<file path="config.mk">
export PLATFORM = sky130hd
export DESIGN_NAME = sprite_layer_renderer
export DESIGN_NICKNAME = d
export VERILOG_FILES = /design/src/rtl/sprite_layer_renderer.sv
export SDC_FILE = /design/constraint.sdc
export NUM_CORES = 1
export LEC_CHECK = 0
export BUFFER_PORTS_ARGS = -buffer_cell sky130_fd_sc_hd__buf_4
export CORE_ASPECT_RATIO = 0.75
export CORE_UTILIZATION = 58
export CTS_CLUSTER_DIAMETER = 60
export DETAILED_ROUTE_END_ITERATION = 8
export GPL_ROUTABILITY_DRIVEN = 0
export GPL_TIMING_DRIVEN = 0
export HOLD_SLACK_MARGIN = 0.1
export PLACE_DENSITY = 0.89
export SLEW_MARGIN = 20
export SYNTH_ARGS = -nofsm -noshare
export SYNTH_HDL_FRONTEND = slang
export SYNTH_SLANG_ARGS = --single-unit
export TNS_END_PERCENT = 1
</file>
<file path="constraint.sdc">
create_clock -name vga_clk -period 16.8 [get_ports vga_clk]
set_input_delay 0.84 -clock vga_clk [delete_from_list [all_inputs] [get_ports vga_clk]]
set_output_delay 0.84 -clock vga_clk [all_outputs]
set_load 0.1 [all_outputs]
</file>
<file path="src/rtl/sprite_layer_renderer.sv">
// ---------------------------------------------------------------------------
// sprite_layer_renderer
//
// Overlays one scaled sprite on a background pixel stream. The sprite's
// top-left position is double-buffered, so a move only takes effect at a frame
// boundary and never tears mid-frame.
// Each sprite pixel covers 2^SCALE_LOG2 x 2^SCALE_LOG2 screen pixels.
//
// Pipeline (2 cycles from DrawX/DrawY/blank/bg_* to red/green/blue/sprite_hit):
//   stage 0 : box test + ROM address (combinational into the synchronous ROM)
//   stage 1 : ROM read; in_box, blank and bg_* registered alongside it
//   stage 2 : colour select, registered outputs
//
// Optional feature macro: SPRITE_HIT_COUNT_EN
//   defined   -> counts opaque output pixels per frame and reports the previous
//                frame's total on hit_pixels (16-bit, saturating)
//   undefined -> no counter; hit_pixels is tied to 0
//
// Ports
//   vga_clk                      pixel clock, rising edge
//   reset_n                      synchronous active-low reset
//   DrawX, DrawY                 current pixel coordinate
//   blank                        1 = active display
//   pos_x, pos_y, pos_wr         requested sprite position + load strobe
//   bg_red/green/blue            background colour for DrawX/DrawY
//   rom_address / rom_q          external sprite ROM (1-cycle read latency)
//   pal_index / pal_red/green/blue  external combinational palette
//   red, green, blue             registered output colour
//   sprite_hit                   registered, 1 for an opaque sprite pixel
//   hit_pixels                   opaque-pixel count of the previous frame
// ---------------------------------------------------------------------------
module sprite_layer_renderer #(
    parameter int SPR_W           = 11,
    parameter int SPR_H           = 22,
    parameter int SCALE_LOG2      = 2,
    parameter int ADDR_W          = 8,
    parameter int IDX_W           = 4,
    parameter int TRANSPARENT_IDX = 0
) (
    input  logic              vga_clk,
    input  logic              reset_n,
    input  logic [9:0]        DrawX,
    input  logic [9:0]        DrawY,
    input  logic              blank,
    input  logic [9:0]        pos_x,
    input  logic [9:0]        pos_y,
    input  logic              pos_wr,
    input  logic [3:0]        bg_red,
    input  logic [3:0]        bg_green,
    input  logic [3:0]        bg_blue,
    output logic [ADDR_W-1:0] rom_address,
    input  logic [IDX_W-1:0]  rom_q,
    output logic [IDX_W-1:0]  pal_index,
    input  logic [3:0]        pal_red,
    input  logic [3:0]        pal_green,
    input  logic [3:0]        pal_blue,
    output logic [3:0]        red,
    output logic [3:0]        green,
    output logic [3:0]        blue,
    output logic              sprite_hit,
    output logic [15:0]       hit_pixels
);

    localparam logic [10:0] BOX_W = 11'(SPR_W << SCALE_LOG2);
    localparam logic [10:0] BOX_H = 11'(SPR_H << SCALE_LOG2);
    localparam logic [IDX_W-1:0] TRANSP = IDX_W'(TRANSPARENT_IDX);

    // ------------------------------------------------------------------
    // Position double buffer
    // ------------------------------------------------------------------
    logic [9:0] act_x_q, act_x_d, act_y_q, act_y_d;
    logic [9:0] pend_x_q, pend_x_d, pend_y_q, pend_y_d;
    logic       pend_flag_q, pend_flag_d;
    logic       frame_start;

    assign frame_start = (DrawX == 10'd0) && (DrawY == 10'd0);

    always_comb begin
        act_x_d     = act_x_q;
        act_y_d     = act_y_q;
        pend_x_d    = pend_x_q;
        pend_y_d    = pend_y_q;
        pend_flag_d = pend_flag_q;
        if (pos_wr) begin
            pend_x_d    = pos_x;
            pend_y_d    = pos_y;
            pend_flag_d = 1'b1;
        end
        if (frame_start) begin
            if (pos_wr) begin
                act_x_d     = pos_x;
                act_y_d     = pos_y;
                pend_flag_d = 1'b0;
            end else if (pend_flag_q) begin
                act_x_d     = pend_x_q;
                act_y_d     = pend_y_q;
                pend_flag_d = 1'b0;
            end
        end
    end

    // ------------------------------------------------------------------
    // Stage 0: box test and ROM address.
    // act_*_d is the position that governs the current frame; using it here
    // means pixel (0,0) of a new frame already sees the newly loaded position.
    // ------------------------------------------------------------------
    logic [10:0]       diff_x, diff_y;
    logic [9:0]        spr_col, spr_row;
    logic              in_box;
    logic [ADDR_W-1:0] rom_addr_c;

    always_comb begin
        diff_x  = {1'b0, DrawX} - {1'b0, act_x_d};
        diff_y  = {1'b0, DrawY} - {1'b0, act_y_d};
        spr_col = diff_x[9:0] >> SCALE_LOG2;
        spr_row = diff_y[9:0] >> SCALE_LOG2;
        // Bit 10 is the borrow: pixel left of / above the sprite. The
        // on-screen guard clips the parts past x=639 / y=479 so the sprite
        // never leaks into the blanking interval.
        in_box  = !diff_x[10] && !diff_y[10] &&
                  (diff_x < BOX_W) && (diff_y < BOX_H) &&
                  (DrawX < 10'd640) && (DrawY < 10'd480);
        // Constant multiply only; the scale is a shift.
        rom_addr_c = '0;
        if (in_box)
            rom_addr_c = ADDR_W'(32'(spr_row) * SPR_W + 32'(spr_col));
    end

    assign rom_address = rom_addr_c;
    assign pal_index   = rom_q;

    // ------------------------------------------------------------------
    // Stage 1 / stage 2 registers
    // ------------------------------------------------------------------
    logic       in_box_d1_q, in_box_d1_d;
    logic       blank_d1_q,  blank_d1_d;
    logic [3:0] bg_r_d1_q, bg_r_d1_d, bg_g_d1_q, bg_g_d1_d, bg_b_d1_q, bg_b_d1_d;
    logic [3:0] red_q, red_d, green_q, green_d, blue_q, blue_d;
    logic       hit_q, hit_d;

    always_comb begin
        in_box_d1_d = in_box;
        blank_d1_d  = blank;
        bg_r_d1_d   = bg_red;
        bg_g_d1_d   = bg_green;
        bg_b_d1_d   = bg_blue;

        red_d   = bg_r_d1_q;
        green_d = bg_g_d1_q;
        blue_d  = bg_b_d1_q;
        hit_d   = 1'b0;
        if (!blank_d1_q) begin
            red_d   = 4'h0;
            green_d = 4'h0;
            blue_d  = 4'h0;
        end else if (in_box_d1_q && (rom_q != TRANSP)) begin
            red_d   = pal_red;
            green_d = pal_green;
            blue_d  = pal_blue;
            hit_d   = 1'b1;
        end
    end

    always_ff @(posedge vga_clk) begin
        if (!reset_n) begin
            act_x_q     <= '0;
            act_y_q     <= '0;
            pend_x_q    <= '0;
            pend_y_q    <= '0;
            pend_flag_q <= 1'b0;
            in_box_d1_q <= 1'b0;
            blank_d1_q  <= 1'b0;
            bg_r_d1_q   <= '0;
            bg_g_d1_q   <= '0;
            bg_b_d1_q   <= '0;
            red_q       <= '0;
            green_q     <= '0;
            blue_q      <= '0;
            hit_q       <= 1'b0;
        end else begin
            act_x_q     <= act_x_d;
            act_y_q     <= act_y_d;
            pend_x_q    <= pend_x_d;
            pend_y_q    <= pend_y_d;
            pend_flag_q <= pend_flag_d;
            in_box_d1_q <= in_box_d1_d;
            blank_d1_q  <= blank_d1_d;
            bg_r_d1_q   <= bg_r_d1_d;
            bg_g_d1_q   <= bg_g_d1_d;
            bg_b_d1_q   <= bg_b_d1_d;
            red_q       <= red_d;
            green_q     <= green_d;
            blue_q      <= blue_d;
            hit_q       <= hit_d;
        end
    end

    assign red        = red_q;
    assign green      = green_q;
    assign blue       = blue_q;
    assign sprite_hit = hit_q;

    // ------------------------------------------------------------------
    // Optional per-frame opaque pixel counter
    // ------------------------------------------------------------------
`ifdef SPRITE_HIT_COUNT_EN
    logic [15:0] hit_cnt_q, hit_cnt_d, hit_pix_q, hit_pix_d;
    logic [15:0] hit_cnt_inc;

    always_comb begin
        // Saturating increment of the running count by this cycle's hit.
        hit_cnt_inc = hit_cnt_q;
        if (hit_q && (hit_cnt_q != 16'hFFFF))
            hit_cnt_inc = hit_cnt_q + 16'd1;
        hit_cnt_d = hit_cnt_inc;
        hit_pix_d = hit_pix_q;
        // The output hit seen during the boundary cycle belongs to a pixel
        // from the previous frame (2-cycle lag), so it is folded into the
        // reported total rather than the new count.
        if (frame_start) begin
            hit_pix_d = hit_cnt_inc;
            hit_cnt_d = '0;
        end
    end

    always_ff @(posedge vga_clk) begin
        if (!reset_n) begin
            hit_cnt_q <= '0;
            hit_pix_q <= '0;
        end else begin
            hit_cnt_q <= hit_cnt_d;
            hit_pix_q <= hit_pix_d;
        end
    end

    assign hit_pixels = hit_pix_q;
`else
    assign hit_pixels = '0;
`endif

endmodule

</file>
After elaboration in Yosys (flattened, before gate mapping)
Index checks and enable logic that the tools add are counted.
{"block": "classes", "add_sub_neg": 3, "n_mul": 1, "magnitude_cmp": 4, "mux": 15, "reduce_logical": 13}
{"cell": "$mux 10", "n": 6}
{"cell": "$sub 10x10->11", "n": 2}
{"cell": "$logic_not 10->1", "n": 2}
{"cell": "$mux 4", "n": 3}
{"cell": "$lt 11x6->1 const B", "n": 1}
{"cell": "$lt 11x7->1 const B", "n": 1}
{"cell": "$lt 10x10->1 const B", "n": 1}
{"cell": "$lt 10x9->1 const B", "n": 1}
{"cell": "$add 8x8->8", "n": 1}
{"cell": "$mul 8x4->8 const B", "n": 1}
{"cell": "$mux 8", "n": 1}
{"cell": "$logic_and 1x1->1", "n": 7}
{"cell": "$mux 1", "n": 5}
{"cell": "$reduce_bool 4->1", "n": 1}
{"cell": "$logic_not 1->1", "n": 2}
{"cell": "$reduce_and 2->1", "n": 1}
{"block": "totals", "reg_bits": 68, "inputBits": 72, "out_inout_bits": 41, "wordCells": 50}

Logic depth before layout (Yosys ltp)
{"block": "logic_depth", "word_depth": 11, "mapped_depth": 27, "mapped_depth_nobuf": 26}

Worst setup path after synthesis
Ideal clock, no wire load.
{"block": "synth_timing", "kind": "input-to-output", "startpoint": "input port DrawX[6]", "endpoint": "output port rom_address[7]", "arrival_ps": 6988, "t_required_ps": 15960, "setup_slack_ps": 8972, "path_stages": 27, "n_path_buf": 1, "path_cell_list": "nor4_2 -> and3_1 -> nand2_1 -> nor2_1 -> clkbuf_1 -> a22oi_1 -> nor2_1 -> a221oi_1 -> ha_1 -> a21o_1 -> a311oi_1 -> o21ai_0 -> a21o_1 -> and2_1 -> ha_1 -> inv_1 -> fa_1 -> fa_1 -> inv_1 -> ha_1 -> o21ai_0 -> nand2b_1 -> a21o_1 -> a21oi_1 -> xnor2_1 -> xnor2_1 -> and4_1"}
{"block": "synth_between", "elab_chain_cells": 11}
{"item": "start: declaration", "line": "42", "source": "input logic [9:0] DrawX,"}
{"item": "branches (longest 10 deep; another with $sub 10x10->11)"}
{"item": "$mux 8 *", "line": "125", "source": "if (in_box)"}
{"item": "end: declaration", "line": "51", "source": "output logic [ADDR_W-1:0] rom_address,"}
Mark *: on every way between the ends.

Worst setup path in the final report
{"block": "layout_timing", "startpoint": "input port DrawX[4]", "endpoint": "output port rom_address[7]"}
Same word-level chain as after synthesis.

==> results.py <==
metrics = {
    "synthesis": {
        "synth_edf_count": 0,
        "synth_most_common_cell": "nor2_1",
        "syn-cell-area_sq_mm": 0.00439,
        "seq_area_frac_synth_pct": 31.0,
        "synthTopCellsByArea": "dfxtp_1, ha_1, nor2_1, mux2i_1, fa_1",
        "synthArstFlopShare_pct": 0,
        "synthFlopType": "dfxtp_1",
        "yosys_warnings": 0,
        "synthDistinctLibCells": 56,
        "avgSynthCellArea_sq_um": 8.60,
        "yosys.area.top_type": "dfxtp_1",
        "ys_ff_latch": 68,
        "synthTopCellsByCount": "nor2_1, dfxtp_1, inv_1",
        "netlist_instances": 510,
        "synth_top_cell_area_share_pct": 31.0,
    },
    "die": {
        "fp.dieH_um": 77.3,
        "num_io_pins": 113,
        "coreArea_sq_mm": 0.00733,
        "initial_core_util_pct": 59.8,
        "die_area_sq_mm": 0.00792,
        "rows": 27,
        "die_w_um": 102,
    },
    "global_route": {
        "grtUsageTotal_pct": 28.7,
        "grt_pass1_wl_um": 17500,
        "grt_max_degree": 13,
        "grt_pass1_vias": 3860,
        "antenna_found_initial": 0,
        "grt_overflow": 0,
    },
    "worst_setup_path": {
        "worstSetupPathType": "input port to output pin",
        "start_kind": "input port",
        "required_ns": 15.96,
        "worst_ep_arrival_time_ns": 7.74,
        "regToRegSetupSlack_ns": 11.95,
        "endpoint_kind": "output pin",
        "cp_max_fo": 10,
    },
    "pwr": {
        "power_w": 0.000456,
        "vdd_drop_max_mv": 0.0477,
        "p_leak_nw": 2.47,
        "power_density_mw_per_mm2": 83.5,
    },
    "flow_run": {
        "maxCapViolations": 0,
    },
    "sta": {
        "relSlewSlack_pct": 32.7,
        "period_share_pct": 51.1,
        "hold_viol_final": 0,
        "setup_tns_ns": 0,
        "setup_viol": 0,
        "clock_skew_ns": 0.0107,
        "fmax_ghz": 0.117,
        "tightest_slew_ns": 1.00,
        "slew_violations": 0,
        "rsz0062_at_grt": "false",
        "post-route-min-period_ns": 8.58,
    },
    "clock_tree": {
        "clk_path_buf_depth": 2,
        "tritoncts": "done",
        "h-tree-depth": 3,
        "clock_sinks": 68,
        "cts_resized": 0,
        "post_cts_buffers": 0,
        "worstSkewPairLatency_ns": 0.36,
        "cts.clk_slew.worst_paths_ns": 0.07,
        "cts_buffers": 9,
        "hold_buffers": 0,
        "root_buffer": "clkbuf_8",
    },
    "final_layout": {
        "final_util_pct": 74.4,
        "register_area_sq_mm": 0.00136,
        "multi_input_area_sq_mm": 0.00273,
        "fillers": 546,
        "diodes": 0,
        "stdcell_count": 737,
        "final_cell_area_sq_mm": 0.00546,
        "nNetsFinal": 747,
        "drive_gt1_share_pct": 22.3,
        "syn_to_final_growth_pct": 24.4,
    },
    "placed_design": {
        "dp_cells": 722,
        "io_buffer_count": 96,
        "hpwl_um": 8630,
        "postPlaceCellArea_sq_mm": 0.00529,
    },
    "status": {
        "status": "finished clean",
    },
    "detailed_routing": {
        "drtIter0Drc": 262,
        "drtAntennaViolNets": 0,
        "routed_wl_um": 11100,
        "drt_pass1_iterations": 5,
        "remaining_drc_errors": 0,
        "vias_per_cell": 5.69,
        "vias": 4194,
        "wire_per_inst_um": 15.1,
    },
    "worst_hold_path": {
        "min_path_type": "flip-flop to flip-flop",
    },
}
-- state kept, by name (all words and copies together) (netlist names) --
name,count
pend_y_q,10
act_y_q,10
green,4
bg_g_d1_q,4
red,4
act_x_q,10
sprite_hit,1
bg_b_d1_q,4
blue,4
pend_flag_q,1
bg_r_d1_q,4
pend_x_q,10
in_box_d1_q,1
blank_d1_q,1
-- worst paths after layout --
path | from | endpoint | cells past startpoint
max | DrawX[4] | rom_address[7] | 28
max reg2reg | pend_flag_q | in_box_d1_q | 17
min | bg_b_d1_q[1] | blue[1] | 2
min reg2reg | bg_b_d1_q[1] | blue[1] | 2
-- area by class of cell --
cell class,instances,area share [%]
Buffer,39,4.13
Timing Repair Buffer,96,13.2
Multi-Input combinational cell,383,49.9
Tap cell,101,2.32
Sequential cell,68,24.9
Inverter,35,2.41
Clock inverter,6,0.780
Clock buffer,9,2.27
-- per-stage QoR --
step | hold WS (ns) | worst slack, ns
floorplan | 0.422 | 8.97
global placement | 0.425 | 8.45
detailed placement | 0.427 | 8.31
CTS | 0.438 | 8.27
global route | 0.455 | 7.69
finish | 0.437 | 8.22
-- kinds of logic after synthesis --
kind of cell	Yosys count	share of synthesized area (%)
compound gates	118	18.9
buf+inv	74	8.13
flops	68	31.0
other cells	1	0.0855
xor+xnor	22	4.39
mux	22	5.02
fa+ha+maj	44	14.0
simple gates	161	18.4
-- per-layer routing --
metal | up-vias | global-route usage, % | part of all wire (%)
met2 | 220 | 47.5 | 48
met3 | 24 | 6.93 | 8.6
li1 | 2017 | - | -
met4 | 0 | 11.7 | 1.9
met1 | 1933 | 35.5 | 41
met5 | - | 0 | 0
-- cell usage in the layout, fill, tap and decap left out, types with 3 or more instances in the layout --
master,instances
a21oi_1,32
dfxtp_1,68
nand3_1,5
clkbuf_1,17
a21o_1,7
ha_1,34
xnor2_1,18
a211oi_1,4
conb_1,16
o211ai_1,4
xor2_1,4
o21ai_0,12
nor2_1,72
nand2_1,33
and4_1,8
nor4_2,4
and2_1,16
buf_4,117
nor2b_1,4
inv_1,35
a22oi_1,17
o21bai_1,3
nor3_1,5
clkbuf_8,9
a221oi_1,17
fa_1,9
mux2i_1,22
-- critical path, stage by stage --
cell and delay, ns:
buf_4 0.12, nor4_2 0.39, and3_1 0.26, nand2_1 0.26, nor2_1 0.57, clkbuf_1 0.47, a22oi_1 0.14, nor2_1 0.16
a221oi_1 0.10, ha_1 0.37, a31oi_1 0.13, maj3_1 0.45, o21ai_0 0.22, xor2_1 0.32, ha_1 0.21, inv_1 0.05
fa_1 0.46, fa_1 0.55, inv_1 0.04, ha_1 0.32, o21ai_0 0.09, nand2b_1 0.10, a21o_1 0.18, a21oi_1 0.17
xnor2_1 0.15, xnor2_1 0.13, and4_1 0.19, buf_4 0.29
-- where the power goes --
group | internal [W] | switching, W
logic | 0.0000735 | 0.0000957
clock network | 0.0000525 | 0.0000653
registers | 0.000166 | 0.00000231
total | 0.000292 | 0.000163
(Power assumes the default switching activity.)
